[src/rtl/sbox_lane_arbiter.sv]
// rtl/sbox_lane_arbiter.sv - shares one 32-bit S-box lane between a 128-bit state request and a 32-bit key request
// Optional macro SBOX_LANE_REG_EN registers lane_out before capture (adds one cycle per job).
module sbox_lane_arbiter #(
  parameter int WORD_W   = 32,
  parameter int ST_WORDS = 4
) (
  input  logic                       clk,
  input  logic                       rst,
  input  logic                       st_valid,
  output logic                       st_ready,
  input  logic [WORD_W*ST_WORDS-1:0] st_data,
  output logic                       st_done,
  output logic [WORD_W*ST_WORDS-1:0] st_result,
  input  logic                       key_valid,
  output logic                       key_ready,
  input  logic [WORD_W-1:0]          key_data,
  output logic                       key_done,
  output logic [WORD_W-1:0]          key_result,
  output logic [WORD_W-1:0]          lane_in,
  input  logic [WORD_W-1:0]          lane_out,
  output logic                       busy
);

  generate
    if (WORD_W != 32 || ST_WORDS != 4) begin : g_bad_cfg
      $error("sbox_lane_arbiter: WORD_W must be 32 and ST_WORDS must be 4");
    end
  endgenerate

  typedef enum logic [2:0] {
    S_IDLE,
    S_RUN_ST,
    S_RUN_KEY,
    S_DONE_ST,
    S_DONE_KEY
  } state_t;

  state_t            r_state;
  logic              r_rr;
  logic [WORD_W-1:0] r_st_buf [ST_WORDS];
  logic [WORD_W-1:0] r_st_res [ST_WORDS];
  logic [WORD_W-1:0] r_key_buf;
  logic [WORD_W-1:0] r_key_res;

  logic [WORD_W-1:0] w_cap;
  logic [1:0]        w_lane_idx;
  logic [1:0]        w_cap_idx;
  logic              w_lane_vld;
  logic              w_cap_en;
  logic              w_st_last;
  logic              w_key_last;
  logic              w_idle;
  logic              w_grant_st;
  logic              w_grant_key;

`ifdef SBOX_LANE_REG_EN
  // One extra count step: capture index trails the lane word by one cycle.
  localparam int CNT_W = 3;
  logic [CNT_W-1:0]  r_cnt;
  logic [WORD_W-1:0] r_lane_q;

  always_ff @(posedge clk or posedge rst) begin
    if (rst) r_lane_q <= '0;
    else     r_lane_q <= lane_out;
  end

  assign w_cap      = r_lane_q;
  assign w_lane_idx = r_cnt[1:0];
  assign w_lane_vld = ~r_cnt[2];
  assign w_cap_en   = (r_cnt != 3'd0);
  assign w_cap_idx  = 2'(r_cnt - 3'd1);
  assign w_st_last  = (r_cnt == 3'd4);
  assign w_key_last = r_cnt[0];
`else
  localparam int CNT_W = 2;
  logic [CNT_W-1:0]  r_cnt;

  assign w_cap      = lane_out;
  assign w_lane_idx = r_cnt;
  assign w_lane_vld = 1'b1;
  assign w_cap_en   = 1'b1;
  assign w_cap_idx  = r_cnt;
  assign w_st_last  = (r_cnt == 2'd3);
  assign w_key_last = 1'b1;
`endif

  // On a tie only the requester favoured by rr sees ready.
  assign w_idle      = (r_state == S_IDLE) & ~rst;
  assign st_ready    = w_idle & ~(st_valid & key_valid & ~r_rr);
  assign key_ready   = w_idle & ~(st_valid & key_valid & r_rr);
  assign w_grant_st  = st_valid & st_ready;
  assign w_grant_key = key_valid & key_ready;

  assign st_done    = (r_state == S_DONE_ST);
  assign key_done   = (r_state == S_DONE_KEY);
  assign busy       = (r_state != S_IDLE);
  assign key_result = r_key_res;

  for (genvar g = 0; g < ST_WORDS; g++) begin : g_pack
    assign st_result[(ST_WORDS-1-g)*WORD_W +: WORD_W] = r_st_res[g];
  end

  always_comb begin
    lane_in = '0;
    case (r_state)
      S_RUN_ST:  if (w_lane_vld) lane_in = r_st_buf[w_lane_idx];
      S_RUN_KEY: lane_in = r_key_buf;
      default:   lane_in = '0;
    endcase
  end

  always_ff @(posedge clk or posedge rst) begin
    if (rst) begin
      r_state   <= S_IDLE;
      r_cnt     <= '0;
      r_rr      <= 1'b0;
      r_key_buf <= '0;
      r_key_res <= '0;
      for (int i = 0; i < ST_WORDS; i++) begin
        r_st_buf[i] <= '0;
        r_st_res[i] <= '0;
      end
    end else begin
      case (r_state)
        S_IDLE: begin
          if (w_grant_key) begin
            r_key_buf <= key_data;
            r_rr      <= 1'b1;
            r_cnt     <= '0;
            r_state   <= S_RUN_KEY;
          end else if (w_grant_st) begin
            for (int i = 0; i < ST_WORDS; i++)
              r_st_buf[i] <= st_data[(ST_WORDS-1-i)*WORD_W +: WORD_W];
            r_rr    <= 1'b0;
            r_cnt   <= '0;
            r_state <= S_RUN_ST;
          end
        end
        S_RUN_ST: begin
          if (w_cap_en) r_st_res[w_cap_idx] <= w_cap;
          if (w_st_last) begin
            r_cnt   <= '0;
            r_state <= S_DONE_ST;
          end else begin
            r_cnt <= r_cnt + CNT_W'(1);
          end
        end
        S_RUN_KEY: begin
          if (w_key_last) begin
            r_key_res <= w_cap;
            r_cnt     <= '0;
            r_state   <= S_DONE_KEY;
          end else begin
            r_cnt <= r_cnt + CNT_W'(1);
          end
        end
        S_DONE_ST, S_DONE_KEY: r_state <= S_IDLE;
        default:               r_state <= S_IDLE;
      endcase
    end
  end

endmodule
[config.mk]
export PLATFORM = sky130hd
export DESIGN_NAME = sbox_lane_arbiter
export DESIGN_NICKNAME = d
export VERILOG_FILES = /design/src/rtl/sbox_lane_arbiter.sv
export SDC_FILE = /design/constraint.sdc
export NUM_CORES = 1
export LEC_CHECK = 0
export BUFFER_PORTS_ARGS = -buffer_cell sky130_fd_sc_hd__buf_2
export CAP_MARGIN = 20
export CORE_MARGIN = 2
export CORE_UTILIZATION = 30
export CTS_CLUSTER_SIZE = 20
export DETAILED_ROUTE_END_ITERATION = 12
export PLACE_DENSITY = 0.54
export SYNTH_ARGS = -nofsm -noshare
export SYNTH_HDL_FRONTEND = slang
export SYNTH_SLANG_ARGS = --single-unit
[constraint.sdc]
create_clock -name clk -period 24.9 [get_ports clk]
set_input_delay 7.47 -clock clk [delete_from_list [all_inputs] [get_ports clk]]
set_output_delay 7.47 -clock clk [all_outputs]
set_load 0.01 [all_outputs]
==> impl_metrics.env, run 1 <==
export IMPL_finalWorstSetupSlack_ns=8.716
export IMPL_place_congestion=0.7456
export IMPL_overflow=0
export IMPL_clk_latency_ns=0.55
export IMPL_yosys_warnings=0
export IMPL_dpl_worst_slack_ns=8.624
export IMPL_numCtsBuffers=39
export IMPL_r2r_cells=5
export IMPL_ioPinCount=393
export IMPL_io_buffers=392
export IMPL_post_dp_hpwl_mm=23.29
export IMPL_path_class="in2out"
export IMPL_area_delta_synth_final_pct=28.97
export IMPL_dp_cells=1810
export IMPL_crit_chain="buf_2, inv_8, nand2b_1, a31oi_1, buf_2"
export IMPL_grt_total_usage=0.1507
export IMPL_synth_cell_types=31
export IMPL_status="completed"
export IMPL_first_global_vias=9258
export IMPL_synthArstFlopShare=1.000
export IMPL_critPathTopFamily="buffers and inverters"
export IMPL_setup_viol=0
export IMPL_finClkSkew_ns=0.02088
export IMPL_clock_sinks=326
export IMPL_synth_most_common_cell="dfrtp_1"
export IMPL_seq_area_frac_synth=0.6072
export IMPL_critPathRequiredTime_ns=17.43
export IMPL_synth_ff_type="dfrtp_1"
export IMPL_nets=1461
export IMPL_tritoncts="done"
export IMPL_worst_slew_pin_slew_ns=1.077
export IMPL_synthTopCellsByArea="dfrtp_1, mux2_2, mux2i_1"
export IMPL_synth_avg_cell_area_um2=15.35
export IMPL_layout_min_cycle_time_ns=16.18
export IMPL_postCtsHoldBufs=0
export IMPL_slowest_delay_ns=0.62
export IMPL_die_h_um=215.6
export IMPL_post_route_drc_count=0
export IMPL_vias=8688
export IMPL_synthTopCellsByCount="dfrtp_1, mux2_2, mux2i_1"
export IMPL_startpoint_type="input pin"
export IMPL_floorplan_rows=77
export IMPL_ys_seq_elements=326
export IMPL_routed_wl_mm=35.42
export IMPL_crit_top_cell="buf_2"
export IMPL_antenna_left=0
export IMPL_syn_area_mm2=0.01344
export IMPL_start_util=0.3038
export IMPL_hold_class="reg2reg"
export IMPL_cts_root_buffer="clkbuf_16"
export IMPL_die_x_um=215.6
export IMPL_die_area_mm2=0.04649
export IMPL_fin_crit_sh=0.6500
export IMPL_p_leak_nw=8.292
export IMPL_grt_max_degree=127
export IMPL_setup_worst_path_end_class="output pin"
export IMPL_rsz0062_at_grt="no"
export IMPL_clk_path_buf_depth=3
export IMPL_finalMaxSlewViolations=0
export IMPL_htree_levels=2
export IMPL_maxCapViolations=0
export IMPL_drtIter0Drc=355
export IMPL_wire_per_inst_um=18.72
export IMPL_synth_cells=875
export IMPL_clkTransAtPathRegs_ns=0.06
export IMPL_fmax_ghz=0.06179
export IMPL_slowest_stage="inv_8"
export IMPL_postCtsSetupBuffers=0
export IMPL_instances_no_fill=1892
export IMPL_antenna_found_initial=16
export IMPL_setup_tns_ns=0
export IMPL_synth_edf_count=0
export IMPL_irDropWorstVdd_mv=0.05780
export IMPL_cp_num_buf_inv=3
export IMPL_synth_top_area_frac=0.6072
export IMPL_vias_per_cell=4.592
export IMPL_first_pass_iters=4
export IMPL_cp_max_fo=126
export IMPL_yosysTopAreaCell="dfrtp_1"
export IMPL_hold_violations=0
export IMPL_drive_gt1_frac=0.6054
export IMPL_core_area_mm2=0.04422
export IMPL_p_per_area_mw_per_mm2=139.6
export IMPL_timing_hold_ws_ns=0.4770
export IMPL_cp_depth=5
export IMPL_final_util=0.3918
export IMPL_slew_headroom=0.2820
export IMPL_synth_nets=1075
export IMPL_cp_arrival_ns=8.71
export IMPL_grt_pass1_wl_mm=54.32
export IMPL_cts_resized=0
export IMPL_min_path_cells=1
==> area by class of cell <==
type	instances	area (um^2)
fill	4251	26890
timing repair buffer	404	2085
sequential	326	8162
clock buffer	57	1165
tap	592	740.7
inverter	5	26.28
antenna	10	25.02
clock inverter	13	141.4
multi-input combinational	485	4984
==> state kept, by name, summed over array words and instances, names as in the netlist <==
register / cells
key_result: 32
r_cnt: 2
r_key_buf: 32
r_rr: 1
r_st_buf: 128
r_state: 3
st_result: 128
==> cell usage in the layout, fill, tap and decap left out, types with 4 or more instances in the layout <==
master / instances
a31oi_1: 4
clkinv_2: 5
buf_4: 10
clkbuf_8: 10
mux2_1: 17
buf_2: 392
o22ai_1: 32
ha_1: 4
a21o_1: 31
dfrtp_1: 325
clkbuf_16: 40
and3_2: 4
mux2i_1: 64
clkbuf_1: 7
diode_2: 10
inv_1: 4
mux2_2: 303
==> logic make-up after synthesis <==
logic type                 count (synthesis)  share of synthesized area
DFF                                      326                     0.6072
adders and majority gates                  4                   0.003725
muxes                                    384                     0.3159
and+or+nand+nor                           24                    0.01192
buffers and inverters                     64                    0.02431
AOI/OAI and AO/OA                         73                    0.03697
==> metal layers <==
metal  track usage  part of all wire  up-vias
met5             0            0.0025        -
met4       0.04621             0.018       12
met3       0.05610             0.087       59
met2        0.2423              0.46      292
met1        0.1885              0.43     4373
li1              -                 -     3952
==> report_power, final <==
group / internal (W) / switching, W
clock network: 0.000346 / 0.000226
registers: 0.000801 / 0.000142
logic: 0.000478 / 0.000426
total: 0.00163 / 0.000794
==> final timing paths <==
kind                                 from        endpoint  slack, ns
setup / recovery                      rst       key_ready       8.72
hold / removal             st_result[113]  st_result[113]       0.48
setup reg to reg               r_state[0]    r_st_buf[69]      22.10
hold reg to reg            st_result[113]  st_result[113]       0.48
max in group asynchronous             rst  st_result[126]      15.90
min in group asynchronous             rst   r_key_buf[28]       7.15
==> stage by stage <==
stage	instance area [um^2]	total power, W
after floorplan	13440	0.001536
after global placement	15950	0.001850
after detailed placement	15950	0.001873
after CTS	17260	0.002457
after global routing	17310	0.002574
final	17330	0.002420
(Power assumes the default switching activity.)
==> run 2: changes to the inputs <==
- PLACE_DENSITY: 0.54 -> 0.56
- clock period: 24.9 -> 14.7 ns (I/O delays scaled with it)
==> impl_metrics.env, run 2 (same netlist as run 1, synthesis figures left out) <==
export IMPL_layout_common_cells="buf_2, dfrtp_1, mux2_2, mux2i_1, clkbuf_16"
export IMPL_finClkSkew_ns=0.01842
export IMPL_p_per_area_mw_per_mm2=235.3
export IMPL_tritoncts="done"
export IMPL_antenna_found_initial=21
export IMPL_fmax_ghz=0.09861
export IMPL_dp_cells=1810
export IMPL_p_leak_nw=8.251
export IMPL_ioPinCount=393
export IMPL_irDropWorstVdd_mv=0.1016
export IMPL_hold_violations=0
export IMPL_grt_total_usage=0.1512
export IMPL_layout_min_cycle_time_ns=10.14
export IMPL_cts_root_buffer="clkbuf_16"
export IMPL_slew_headroom=0.3070
export IMPL_io_buffers=392
export IMPL_worst_slew_pin_slew_ns=1.039
export IMPL_post_route_drc_count=0
export IMPL_cp_arrival_ns=5.73
export IMPL_die_area_mm2=0.04649
export IMPL_clk_path_buf_depth=3
export IMPL_start_util=0.3038
export IMPL_drive_gt1_frac=0.6025
export IMPL_drtIter0Drc=369
export IMPL_rsz0062_at_grt="no"
export IMPL_antenna_left=0
export IMPL_first_pass_iters=4
export IMPL_critPathRequiredTime_ns=10.29
export IMPL_die_h_um=215.6
export IMPL_path_class="in2out"
export IMPL_area_delta_synth_final_pct=28.51
export IMPL_cp_max_fo=33
export IMPL_post_dp_hpwl_mm=23.59
export IMPL_fin_area_mm2=0.01727
export IMPL_routed_wl_mm=35.29
export IMPL_core_area_mm2=0.04422
export IMPL_setup_tns_ns=0
export IMPL_postCtsHoldBufs=0
export IMPL_power_w=0.004063
export IMPL_setup_viol=0
export IMPL_timing_hold_ws_ns=0.4813
export IMPL_clk_latency_ns=0.54
export IMPL_cts_resized=0
export IMPL_htree_levels=2
export IMPL_startpoint_type="input pin"
export IMPL_status="completed"
export IMPL_grt_max_degree=166
export IMPL_vias=8755
export IMPL_floorplan_rows=77
export IMPL_maxCapViolations=0
export IMPL_hold_class="reg2reg"
export IMPL_place_congestion=0.7696
export IMPL_fin_crit_sh=0.6899
export IMPL_place_area_mm2=0.01596
export IMPL_clkTransAtPathRegs_ns=0.05
export IMPL_clock_sinks=326
export IMPL_setup_worst_path_end_class="output pin"
export IMPL_overflow=0
export IMPL_vias_per_cell=4.632
export IMPL_instances_no_fill=1890
export IMPL_nets=1460
export IMPL_grt_pass1_wl_mm=54.90
export IMPL_wire_per_inst_um=18.67
export IMPL_numCtsBuffers=39
export IMPL_die_x_um=215.6
export IMPL_layout_commonest_cell="buf_2"
export IMPL_finalMaxSlewViolations=0
export IMPL_first_global_vias=9279
export IMPL_postCtsSetupBuffers=0
[run 2: cell types whose count changed in the layout (fill, tap and decap cells not counted)]
cell,previous run,this run
clkbuf_1,7,10
clkbuf_8,10,8
buf_4,10,9
bufinv_16,2,1
clkinv_2,5,4
clkinvlp_4,3,4
inv_8,1,0
[run 2: layout make-up]
cell class / instances / area, um^2
Sequential cell: 326 / 8162
Multi-Input combinational cell: 485 / 4984
Timing Repair Buffer: 403 / 2077
Inverter: 5 / 22.52
Tap cell: 592 / 740.7
Fill cell: 4278 / 26960
Antenna cell: 10 / 25.02
Clock inverter: 11 / 106.4
Clock buffer: 58 / 1149
[run 2: power by group]
part	internal, W	leakage [nW]	switching, W
registers	0.00136	3.89	0.000249
logic	0.000809	3.75	0.000714
clock network	0.000560	0.608	0.000375
[run 2: critical path: stages]
cell	delay, ns
buf_2	0.14
clkinvlp_4	0.63
nand2b_1	0.35
a31oi_1	0.06
buf_2	0.14
[run 2: per-layer routing]
metal  part of all wire  routed length (um)  GRT usage
met4              0.025                 892    0.05218
met5             0.0041                 144          0
met2               0.46               16320     0.2437
met1               0.41               14530     0.1818
met3              0.097                3406    0.06314
[run 2: worst paths after layout]
check	from	to	slack, ns	cells past startpoint
worst max-delay path	rst	st_ready	4.56	5
worst min-delay path	st_result[63]	st_result[63]	0.48	1
worst max register to register	r_state[1]	r_st_buf[1]	11.60	4
worst min register to register	st_result[63]	st_result[63]	0.48	1
max in group asynchronous	rst	r_st_buf[7]	8.89	5
min in group asynchronous	rst	r_key_buf[28]	4.03	2
[run 2: metrics by stage]
step | utilization | worst slack (ns)
floorplan | - | 0.6292
global placement | 0.3609 | 4.534
detailed placement | 0.3609 | 4.497
CTS | 0.3892 | 4.494
global route | 0.3902 | 4.351
finish | 0.3904 | 4.559
